File: src/rtl/ram_bist_ctrl.sv
// RAM built-in self test controller.
// Runs a two-pass march over the RAM: write PATTERN, read back, write
// ~PATTERN, read back. Read data is compared one cycle after each read
// strobe. Result fields report the mismatch count and the first failing
// address and data.
//
// state | meaning
// ------+---------------------------------------------------------------
// IDLE  | waiting for start, RAM strobes low, result fields held
// WR0   | write PATTERN to addresses 0..DEPTH-1
// RD0   | read addresses 0..DEPTH-1, expect PATTERN
// WR1   | write ~PATTERN to addresses 0..DEPTH-1
// RD1   | read addresses 0..DEPTH-1, expect ~PATTERN
// FLUSH | no RAM access, lets the last RD1 compare finish
module ram_bist_ctrl #(
    parameter int                    ADDR_WIDTH = 4,
    parameter int                    DEPTH      = 16,
    parameter int                    DATA_WIDTH = 8,
    parameter logic [DATA_WIDTH-1:0] PATTERN    = 8'hAA
) (
    input  logic                  clk,
    input  logic                  rst,
    input  logic                  start,
    output logic                  wr_en,
    output logic [ADDR_WIDTH-1:0] wr_addr,
    output logic [DATA_WIDTH-1:0] wr_data,
    output logic                  rd_en,
    output logic [ADDR_WIDTH-1:0] rd_addr,
    input  logic [DATA_WIDTH-1:0] rd_data,
    output logic                  busy,
    output logic                  done,
    output logic                  pass,
    output logic [ADDR_WIDTH+1:0] err_cnt,
    output logic [ADDR_WIDTH-1:0] err_addr,
    output logic [DATA_WIDTH-1:0] err_data
);

    typedef enum logic [2:0] {IDLE, WR0, RD0, WR1, RD1, FLUSH} state_t;

    localparam logic [ADDR_WIDTH-1:0] LAST_ADDR = ADDR_WIDTH'(DEPTH - 1);

    state_t                  state_q, state_d;
    logic [ADDR_WIDTH-1:0]   cnt_q, cnt_d;

    logic                    wr_en_q, rd_en_q, busy_q, done_q, pass_q;
    logic [ADDR_WIDTH-1:0]   wr_addr_q, rd_addr_q, err_addr_q;
    logic [DATA_WIDTH-1:0]   wr_data_q, err_data_q;
    logic [ADDR_WIDTH+1:0]   err_cnt_q, err_cnt_d;

    logic                    cmp_vld_q;
    logic [ADDR_WIDTH-1:0]   cmp_addr_q;
    logic [DATA_WIDTH-1:0]   cmp_exp_q;
    logic                    mismatch;
    logic                    wr_d, rd_d;

    // Next state and address counter; the counter wraps to 0 on every state change.
    always_comb begin
        state_d = state_q;
        cnt_d   = cnt_q;
        case (state_q)
            IDLE: begin
                if (start) begin
                    state_d = WR0;
                    cnt_d   = '0;
                end
            end
            WR0, RD0, WR1, RD1: begin
                if (cnt_q == LAST_ADDR) begin
                    cnt_d = '0;
                    case (state_q)
                        WR0:     state_d = RD0;
                        RD0:     state_d = WR1;
                        WR1:     state_d = RD1;
                        default: state_d = FLUSH;
                    endcase
                end else begin
                    cnt_d = cnt_q + 1'b1;
                end
            end
            FLUSH:   state_d = IDLE;
            default: state_d = IDLE;
        endcase
    end

    // Compare of the read issued last cycle, with a saturating error count.
    always_comb begin
        mismatch  = cmp_vld_q && (rd_data != cmp_exp_q);
        err_cnt_d = err_cnt_q;
        if (mismatch && (err_cnt_q != '1)) begin
            err_cnt_d = err_cnt_q + 1'b1;
        end
    end

    assign wr_d = (state_d == WR0) || (state_d == WR1);
    assign rd_d = (state_d == RD0) || (state_d == RD1);

    // FSM, registered RAM strobes, compare pipeline and result fields.
    always_ff @(posedge clk) begin
        if (rst) begin
            state_q    <= IDLE;
            cnt_q      <= '0;
            wr_en_q    <= 1'b0;
            wr_addr_q  <= '0;
            wr_data_q  <= '0;
            rd_en_q    <= 1'b0;
            rd_addr_q  <= '0;
            busy_q     <= 1'b0;
            done_q     <= 1'b0;
            pass_q     <= 1'b0;
            err_cnt_q  <= '0;
            err_addr_q <= '0;
            err_data_q <= '0;
            cmp_vld_q  <= 1'b0;
            cmp_addr_q <= '0;
            cmp_exp_q  <= '0;
        end else begin
            state_q   <= state_d;
            cnt_q     <= cnt_d;
            wr_en_q   <= wr_d;
            wr_addr_q <= wr_d ? cnt_d : '0;
            wr_data_q <= (state_d == WR0) ? PATTERN :
                         (state_d == WR1) ? ~PATTERN : '0;
            rd_en_q   <= rd_d;
            rd_addr_q <= rd_d ? cnt_d : '0;
            busy_q    <= (state_d != IDLE);
            done_q    <= (state_q == FLUSH);

            // Expected value is tagged at issue time so the compare never looks at state.
            cmp_vld_q  <= rd_en_q;
            cmp_addr_q <= rd_addr_q;
            cmp_exp_q  <= (state_q == RD0) ? PATTERN : ~PATTERN;

            if ((state_q == IDLE) && start) begin
                pass_q     <= 1'b0;
                err_cnt_q  <= '0;
                err_addr_q <= '0;
                err_data_q <= '0;
            end else begin
                err_cnt_q <= err_cnt_d;
                if (mismatch && (err_cnt_q == '0)) begin
                    err_addr_q <= cmp_addr_q;
                    err_data_q <= rd_data;
                end
                if (state_q == FLUSH) begin
                    pass_q <= (err_cnt_d == '0);
                end
            end
        end
    end

    assign wr_en    = wr_en_q;
    assign wr_addr  = wr_addr_q;
    assign wr_data  = wr_data_q;
    assign rd_en    = rd_en_q;
    assign rd_addr  = rd_addr_q;
    assign busy     = busy_q;
    assign done     = done_q;
    assign pass     = pass_q;
    assign err_cnt  = err_cnt_q;
    assign err_addr = err_addr_q;
    assign err_data = err_data_q;

endmodule

File: config.mk
export PLATFORM = sky130hd
export DESIGN_NAME = ram_bist_ctrl
export DESIGN_NICKNAME = d
export VERILOG_FILES = /design/src/rtl/ram_bist_ctrl.sv
export SDC_FILE = /design/constraint.sdc
export NUM_CORES = 1
export LEC_CHECK = 0
export CELL_PAD_IN_SITES_DETAIL_PLACEMENT = 0
export CELL_PAD_IN_SITES_GLOBAL_PLACEMENT = 2
export CORE_ASPECT_RATIO = 1.75
export CORE_UTILIZATION = 28
export CTS_CLUSTER_DIAMETER = 50
export CTS_CLUSTER_SIZE = 12
export DETAILED_ROUTE_END_ITERATION = 12
export PLACE_DENSITY_LB_ADDON = 0.1
export SLEW_MARGIN = 20
export SYNTH_ARGS = -nofsm -noshare
export SYNTH_HDL_FRONTEND = slang
export SYNTH_SLANG_ARGS = --single-unit
File: constraint.sdc
create_clock -name clk -period 2.2 [get_ports clk]
set_input_delay 0.33 -clock clk [delete_from_list [all_inputs] [get_ports clk]]
set_output_delay 0.33 -clock clk [all_outputs]
set_load 0.02 [all_outputs]
Word level (Yosys, flattened, before mapping)
Index checks and enable logic that the tools add are counted.
{ "word_totals": {"register_bits": 59, "latchBits": 0, "mem_bits_rw": 0, "rom_bits": 0, "inputBits": 11, "output_inout_bits": 39, "wordCells": 59, "n_memories": 0} }
{ "op_classes": {"add_sub_neg": 2, "mul": 0, "div": 0, "order_cmp": 0, "eq_ne": 12, "shift": 0, "muxes": 11, "bitwise_logic": 2, "n_reduce_logical": 15} }
{ "ops": {"columns": ["cell", "n"], "rows": [
  ["$mux 8", 2],
  ["$eq 3x2->1 const B", 4],
  ["$logic_not 6->1", 2],
  ["$eq 3x3->1 const B", 3],
  ["$pmux 3 s3", 1],
  ["$mux 4", 2],
  ["$ne 8x8->1", 1],
  ["$pmux 4 s2", 1],
  ["$reduce_or 2->1", 4],
  ["$mux 7", 1],
  ["$add 6x1->6 const B", 1],
  ["$eq 3x1->1 const B", 2],
  ["$mux 3", 2],
  ["$mux 6", 1],
  ["$ne 6x6->1 const B", 1],
  ["$pmux 3 s2", 1],
  ["$add 4x1->4 const B", 1],
  ["$eq 4x4->1 const B", 1],
  ["$logic_and 1x1->1", 4],
  ["$reduce_or 4->1", 1],
  ["$logic_not 3->1", 1],
  ["$reduce_bool 3->1", 1],
  ["$logic_or 1x1->1", 2],
  ["$not 1->1", 2]
]} }

Longest topological paths before layout
Gate-level depths: netlist of run 1.
{ "logic_depth": {"depth_word": 8, "mapped_depth": 9, "mapped_depth_nobuf": 7} }

Least setup slack after synthesis of run 1
No wires, ideal clock.
{ "synth_path": {"path_type": "register -> register", "from": "register cnt_q[0]", "to": "register busy_q (netlist: busy)", "setup_time_ps": 127, "arrival_time_ps": 1707, "required_ps": 2073, "setup_slack_ps": 366, "stages_incl_launch_ff": 8, "path_buffers": 1, "synth_period_minus_slack_ps": 1834, "path_cell_list": "dfxtp_1 -> ha_1 -> and3_1 -> clkbuf_1 -> nand2_1 -> xor2_1 -> nor3_1 -> or3_1"} }
{ "synth_between": {"elab_chain_len": 4} }
{ "synth_lines": {"columns": ["item", "line_no", "source"], "rows": [
  ["start, declared", "43", "logic [ADDR_WIDTH-1:0] cnt_q, cnt_d;"],
  ["start signal, assigned", "118", "cnt_q <= cnt_d;"],
  ["$eq 4x4->1", "68", "if (cnt_q == LAST_ADDR) begin"],
  ["$mux 3", "68", null],
  ["$pmux 3 s2", "60", "case (state_q)"],
  ["$reduce_bool 3->1", "125", "busy_q <= (state_d != IDLE);"],
  ["end signal, assigned", "125", null],
  ["end, declared", "45", "logic wr_en_q, rd_en_q, busy_q, done_q, pass_q;"]
]} }
Every way passes these cells.
A chain may end at the register's enable or synchronous reset.

Final worst setup path of run 1
{ "layout_path": {"from": "input port rd_data[1]", "to": "register err_data_q[7] (netlist: err_data[7])"} }
{ "layout_between": {"elab_chain_len": 3} }
{ "layout_lines": {"columns": ["item", "line_no", "source"], "rows": [
  ["start, declared", "29", "input logic [DATA_WIDTH-1:0] rd_data,"],
  ["$ne 8x8->1", "87", "mismatch = cmp_vld_q && (rd_data != cmp_exp_q);"],
  ["$logic_and 1x1->1", "87", null],
  ["$logic_and 1x1->1", "140", "if (mismatch && (err_cnt_q == '0)) begin"],
  ["end signal, assigned", "142", "err_data_q <= rd_data;"],
  ["end, declared", "47", "logic [DATA_WIDTH-1:0] wr_data_q, err_data_q;"]
]} }
Every way passes these cells.

==> metrics.csv, run 1 <==
stage,metric,value,unit
place,dp_hpwl,3620,um
final_layout,final_util,40.9,%
synthesis,yosys.area.top_type,dfxtp_1,
timing,hold_violations,0,
power_and_ir_drop,seq_power_share,46.1,%
clocking,cts_tree,done,
synthesis,synth-compound-area-share,10.1,%
floorplanning,core_area,6860,sq um
synthesis,avgSynthCellArea,8.86,sq um
power_and_ir_drop,internal_power,0.00150,W
place,dpl_worst_slack,-232,ps
detailed_routing,avgRoutedWirePerCell,12.8,um
power_and_ir_drop,cellLeakagePower,1.04,nW
synthesis,synth_top_family_by_area,simple AND/OR/NAND/NOR gates,
power_and_ir_drop,pwr-share-comb,7.0,%
timing,hold_ws,464,ps
global_route,grt_max_degree,16,
detailed_routing,vias,1665,
synthesis,async_reset_ff_share,0,%
synthesis,yosys.area.top_type_share,47.4,%
setup_path,end_kind,flip-flop,
setup_path,crit_required,2380,ps
global_route,grt_pass1_wl,7570,um
setup_path,cp_cell_sequence,clkdlybuf4s50_1 -> or4_1 -> mux2i_2 -> nand2_1 -> and3_1 -> buf_12 -> mux2i_1 -> nor2_1,
clocking,cts_max_level,2,
clocking,post_cts_buffers,0,
setup_path,worstPathArrival,2250,ps
final_layout,fin_nets,294,
synthesis,ys.flop_type,dfxtp_1,
clocking,cts_made_buffers,5,
setup_path,startpoint_type,primary input,
synthesis,ys_types,41,
synthesis,synth_cells,224,
synthesis,muxShareOfSynthArea,7.57,%
power_and_ir_drop,power_density,673,nW/um^2
timing,worstMarginPinSlew,511,ps
synthesis,synthesis.area,1980,sq um
clocking,cts.path.max_buffers,2,
global_route,antenna_found_initial,0,
detailed_routing,ant_nets,0,
global_route,grt-ovfl-total,0,
floorplanning,fp.dieArea,7440,sq um
clocking,clk_latency,280,ps
synthesis,synth_edf_count,0,
detailed_routing,drt-vias-per-instance,4.56,
detailed_routing,wl,4690,um
power_and_ir_drop,switching_share,20.6,%
floorplanning,ios,50,
place,gp_congestion,0.751,
place,io_buffers,49,
setup_path,path_max_fanout,12,
power_and_ir_drop,total_power,0.00188,W
synthesis,netlist_top_cells_area,"dfxtp_1 (47%), mux2i_1 (7.6%), nor2_1 (7.6%), nor2b_1 (2.8%), nand2_1 (2.5%)",
final_layout,num_antenna_cells,0,
timing,rsz0062_at_grt,false,
power_and_ir_drop,ir_worst_vdd,0.318,mV
timing,clock.fmax,0.483,GHz
detailed_routing,drtPass1Iterations,4,
synthesis,ys_seq_area_share,47.4,%
timing,period_minus_slack,2070,ps
setup_path,critPathMaxStageDelay,550,ps
detailed_routing,drc,0,
timing,fin_ws,129,ps
setup_path,timing.critical_path.slowest_stage_cell,or4_1,
flow_run,max-cap-violations,0,
final_layout,area_delta_synth_final,41.2,%
clocking,root_buffer,clkbuf_16,
synthesis,synthesis.nets,238,
synthesis,synthAdderAreaFrac,1.89,%
detailed_routing,drtIter0Drc,33,
timing,slew_viol_final,0,
global_route,track_usage,13.4,%
final_layout,drive_above_1_share,11.0,%
floorplanning,die-height,113,um
floorplanning,die_x,65.6,um
status,outcome,finished clean,
synthesis,synth-xor-area-share,2.65,%
timing,fin_crit_sh,94.1,%
synthesis,synth-seq-cells,47,
clocking,clkTransAtPathRegs,70,ps
timing,maxSlewHeadroom,65.8,%
clocking,hold_buffers,0,
synthesis,yosysWarningCount,0,
timing,clock-skew-final,6.00,ps
final_layout,final_cell_mix,"clkdlybuf4s50_1 (49), dfxtp_1 (47), nor2_1 (40), buf_4 (18), mux2i_1 (14)",
power_and_ir_drop,power_switching,0.000388,W
setup_path,path_class,primary input to flip-flop,
final_layout,final_common_cell,clkdlybuf4s50_1,
floorplanning,rows,40,
power_and_ir_drop,clkPwrFrac,47.0,%
timing,fin_tns_setup,0,ps
timing,setup_viol,0,
hold_path,hold_class,flip-flop to flip-flop,
clocking,cts_sinks,47,
global_route,grt_pass1_vias,1613,
floorplanning,initial_utilization,28.9,%
synthesis,synthSimpleGateAreaFrac,23.3,%
==> final timing paths <==
kind / startpoint / end / slack, ps / cells past startpoint
worst min register to register: rd_addr[2] / cmp_addr_q[2] / 460 / 1
worst min-delay path: rd_addr[2] / cmp_addr_q[2] / 460 / 1
worst max register to register: cnt_q[0] / busy / 270 / 7
worst max-delay path: rd_data[1] / err_data[7] / 130 / 8
==> per-layer routing <==
metal  global-route usage, %  up-vias  share of wire, %
li1                        -      869                 -
met1                    13.2      752                39
met2                    25.1       36                56
met3                    2.82        8               3.5
met4                    6.96        0               2.2
met5                       0        -                 0
==> kinds of logic (layout without fill, tap and decap cells) <==
logic type,count (synthesis),in the layout
fa+ha+maj,3,3
xor+xnor,6,6
flops,47,47
compound gates,32,32
simple gates,96,96
mux,15,15
buf+inv,25,82
==> cell usage after synthesis, types with 6 or more instances <==
cell type  number
a21oi_1         9
buf_4           6
clkbuf_1        9
dfxtp_1        47
inv_1           6
mux2i_1        15
nand2_1        13
nand3_1         6
nor2_1         40
nor2b_1         9
nor3_1          9
o21ai_0         9
==> registers in the layout, indices dropped and copies added, names as in the netlist, 3 cells and up <==
name        cells
cmp_addr_q      4
state_q         3
err_cnt         6
err_data        8
err_addr        4
rd_addr         4
cnt_q           4
wr_addr         4
==> critical path, delay by kind of cell <==
kind                   cells  cell delay, ps
muxes                      2             390
buffers and inverters      2             610
and+or+nand+nor            4             920
==> through the flow <==
stage / instance area (sq um) / instances
finish: 2800 / 365
global route: 2800 / 365
CTS: 2790 / 365
detailed placement: 2620 / 357
global placement: 2620 / 357
floorplan: 1980 / 224
==> cell type report <==
type	count	area (sq um)
clock inverter	2	38.8
tap	84	105
inverter	6	22.5
timing repair buffer	68	646
sequential	47	941
fill	688	4060
multi-input combinational	152	910
clock buffer	6	139
==> power groups by stage <==
stage          Clock [W]  Sequential, W  Combinational (W)
2_1_floorplan          0       0.000893          0.0000584
3_3_place_gp           0       0.000888           0.000134
3_5_place_dp           0       0.000888           0.000133
4_1_cts         0.000923       0.000868           0.000133
5_1_grt         0.000959       0.000869           0.000143
6_report        0.000885       0.000868           0.000131
==> timing repair <==
action,4_1_cts,5_1_grt
setup endpoints to repair,0,2
resized for setup,0,2
hold endpoints to repair,0,0
(Power assumes the default switching activity.)
==> run 2: changes to the inputs <==
Settings changed: CORE_UTILIZATION 28 to 26.
Clock period 2.2 ns to 1.9 ns, I/O delays scaled along.
==> metrics.csv, run 2 (same netlist as run 1, synthesis figures left out) <==
stage,metric,value,unit,change
status,outcome,finished clean,,
final_layout,drive_above_1_share,16.1,%,+5.1 points
detailed_routing,drc,0,,unchanged
place,io_buffers,49,,unchanged
clocking,clk_latency,290,ps,about the same
clocking,cts.path.max_buffers,2,,unchanged
setup_path,rrSetupSlack,120,ps,-150 ps
power_and_ir_drop,total_power,0.00220,W,+17%
power_and_ir_drop,ir_worst_vdd,0.331,mV,+4.2%
power_and_ir_drop,switching_share,21.2,%,+0.60 points
detailed_routing,vias,1718,,+3.2%
clocking,clkTransAtPathRegs,60,ps,about the same
floorplanning,initial_utilization,27.2,%,-1.7 points
timing,hold_violations,0,,unchanged
floorplanning,die_x,68.0,um,+3.7%
detailed_routing,ant_nets,0,,unchanged
power_and_ir_drop,power_switching,0.000468,W,+20%
timing,clock-skew-final,4.36,ps,-1.63 ps
final_layout,area_delta_synth_final,47.3,%,
global_route,grt-ovfl-total,0,,unchanged
setup_path,end_kind,flip-flop,,
timing,clock.fmax,0.562,GHz,
hold_path,min-delay-start,rd_data[1],,
setup_path,reg2reg_to,busy,,
timing,hold_ws,383,ps,-80.7 ps
setup_path,r2r.worst_path.cells,7,,unchanged
power_and_ir_drop,pwr-share-comb,7.4,%,+0.4 points
floorplanning,fp.dieArea,8000,sq um,+7.5%
final_layout,fin_nets,305,,+3.7%
clocking,cts_made_buffers,5,,unchanged
hold_path,hold_end,err_data[1],,
setup_path,crit_required,2070,ps,-310 ps
setup_path,cp_cell_sequence,ha_1 -> and3_1 -> a21oi_1 -> o22ai_1 -> mux2i_1 -> nor2_1 -> or3_1,,
setup_path,startpoint_type,flip-flop,,
hold_path,hold_class,primary input to flip-flop,,
global_route,track_usage,13.5,%,+0.094 points
clocking,cts_max_level,2,,unchanged
clocking,hold_buffers,0,,unchanged
global_route,antenna_found_initial,0,,unchanged
timing,setup_viol,0,,unchanged
setup_path,path_max_fanout,7,,-5
final_layout,final_common_cell,dfxtp_1,,
timing,worstMarginPinSlew,540,ps,+29.2 ps
detailed_routing,drtIter0Drc,59,,+79%
floorplanning,die-height,118,um,+3.7%
setup_path,path_class,flip-flop to flip-flop,,
clocking,root_buffer,clkbuf_16,,
flow_run,max-cap-violations,0,,unchanged
detailed_routing,drtPass1Iterations,4,,unchanged
global_route,grt_max_degree,16,,unchanged
floorplanning,ios,50,,unchanged
timing,fin_crit_sh,93.6,%,
timing,slew_viol_final,0,,unchanged
setup_path,worstPathArrival,1950,ps,-300 ps
floorplanning,rows,41,,+2.5%
detailed_routing,avgRoutedWirePerCell,13.1,um,+2.1%
power_and_ir_drop,clkPwrFrac,47.0,%,about the same
detailed_routing,wl,4950,um,+5.7%
power_and_ir_drop,power_density,754,nW/um^2,+12%
final_layout,fillers,749,,+8.9%
final_layout,final_cell_mix,"dfxtp_1 (47), clkdlybuf4s50_1 (41), nor2_1 (40), buf_4 (30), mux2i_1 (13)",,
place,dp_hpwl,3770,um,+4.2%
power_and_ir_drop,cellLeakagePower,1.15,nW,+9.6%
timing,maxSlewHeadroom,63.9,%,-2.0 points
clocking,cts_sinks,47,,unchanged
global_route,grt_pass1_wl,8140,um,+7.5%
setup_path,timing.critical_path.slowest_stage_cell,or3_1,,
final_layout,largest_reg_flops,8,,unchanged
setup_path,critPathMaxStageDelay,340,ps,-210 ps
clocking,cts_tree,done,,
global_route,grt_pass1_vias,1689,,+4.7%
final_layout,num_antenna_cells,0,,unchanged
power_and_ir_drop,internal_power,0.00174,W,+16%
detailed_routing,drt-vias-per-instance,4.54,,-0.37%
hold_path,whs_path_depth,4,,+3
place,gp_congestion,0.749,,-0.25%
setup_path,reg2reg_from,cnt_q[0],,
floorplanning,core_area,7280,sq um,+6.2%
timing,rsz0062_at_grt,false,,
timing,period_minus_slack,1780,ps,
power_and_ir_drop,seq_power_share,45.5,%,-0.6 points
## run 2: per-layer routing
layer	global-route usage (%)	vias to the layer above	part of all wire (%)
met2	24.2	27	55
li1	-	893	-
met3	3.29	7	3.8
met5	0	-	0
met1	14.0	791	39
met4	5.86	0	2.0
## run 2: power groups by stage
| stage | combinational [W] | sequential, W | clock (W) |
|---|---|---|---|
| after global routing | 0.000179 | 0.00100 | 0.00112 |
| after detailed placement | 0.000164 | 0.00103 | 0 |
| final | 0.000164 | 0.00100 | 0.00104 |
| after CTS | 0.000163 | 0.00100 | 0.00107 |
| after global placement | 0.000163 | 0.00103 | 0 |
| after floorplan | 0.0000676 | 0.00103 | 0 |
## run 2: repair_timing
action / in CTS / in global routing
setup endpoints to repair: 17 / 17
pin swaps: 5 / 5
gates resized for setup: 8 / 10
buffers inserted: 0 / 1
gates cloned: 0 / 0
endpoints found under the hold margin: 0 / 0
## run 2: layout make-up
class	count	area, sq um	share of cell area (%)
Clock buffer	6	139	4.75
Clock inverter	2	38.8	1.33
Inverter	6	22.5	0.771
Multi-Input combinational cell	152	953	32.6
Sequential cell	47	941	32.2
Tap cell	86	108	3.68
Timing Repair Buffer	79	721	24.7
## run 2: worst max path at each step
stage | from | end | cells after the start
floorplan | cnt_q[0] | busy | 7
global placement | rd_data[2] | pass | 7
detailed placement | rd_data[2] | pass | 7
CTS | rd_data[1] | pass | 7
global route | cnt_q[1] | busy | 7
finish | cnt_q[0] | busy | 7
## run 2: per-stage QoR
step,setup TNS (ps),util [%],cells,area [sq um],worst slack (ps)
2_1_floorplan,0,-,224,1980,66.0
3_3_place_gp,-5490,37.1,370,2700,-344
3_5_place_dp,-5840,37.1,370,2700,-383
4_1_cts,0,39.4,377,2870,3.99
5_1_grt,0,40.1,378,2920,1.98
6_report,0,40.1,378,2920,121
## run 2: worst max-delay path, delay by kind of cell, from the launching register on
family                   cells  cell delay [ps]
flip-flops                   1              310
AO/OA/AOI/OAI                2              260
AND/OR/NAND/NOR              3              690
adder cells (fa/ha/maj)      1              210
multiplexers                 1              190
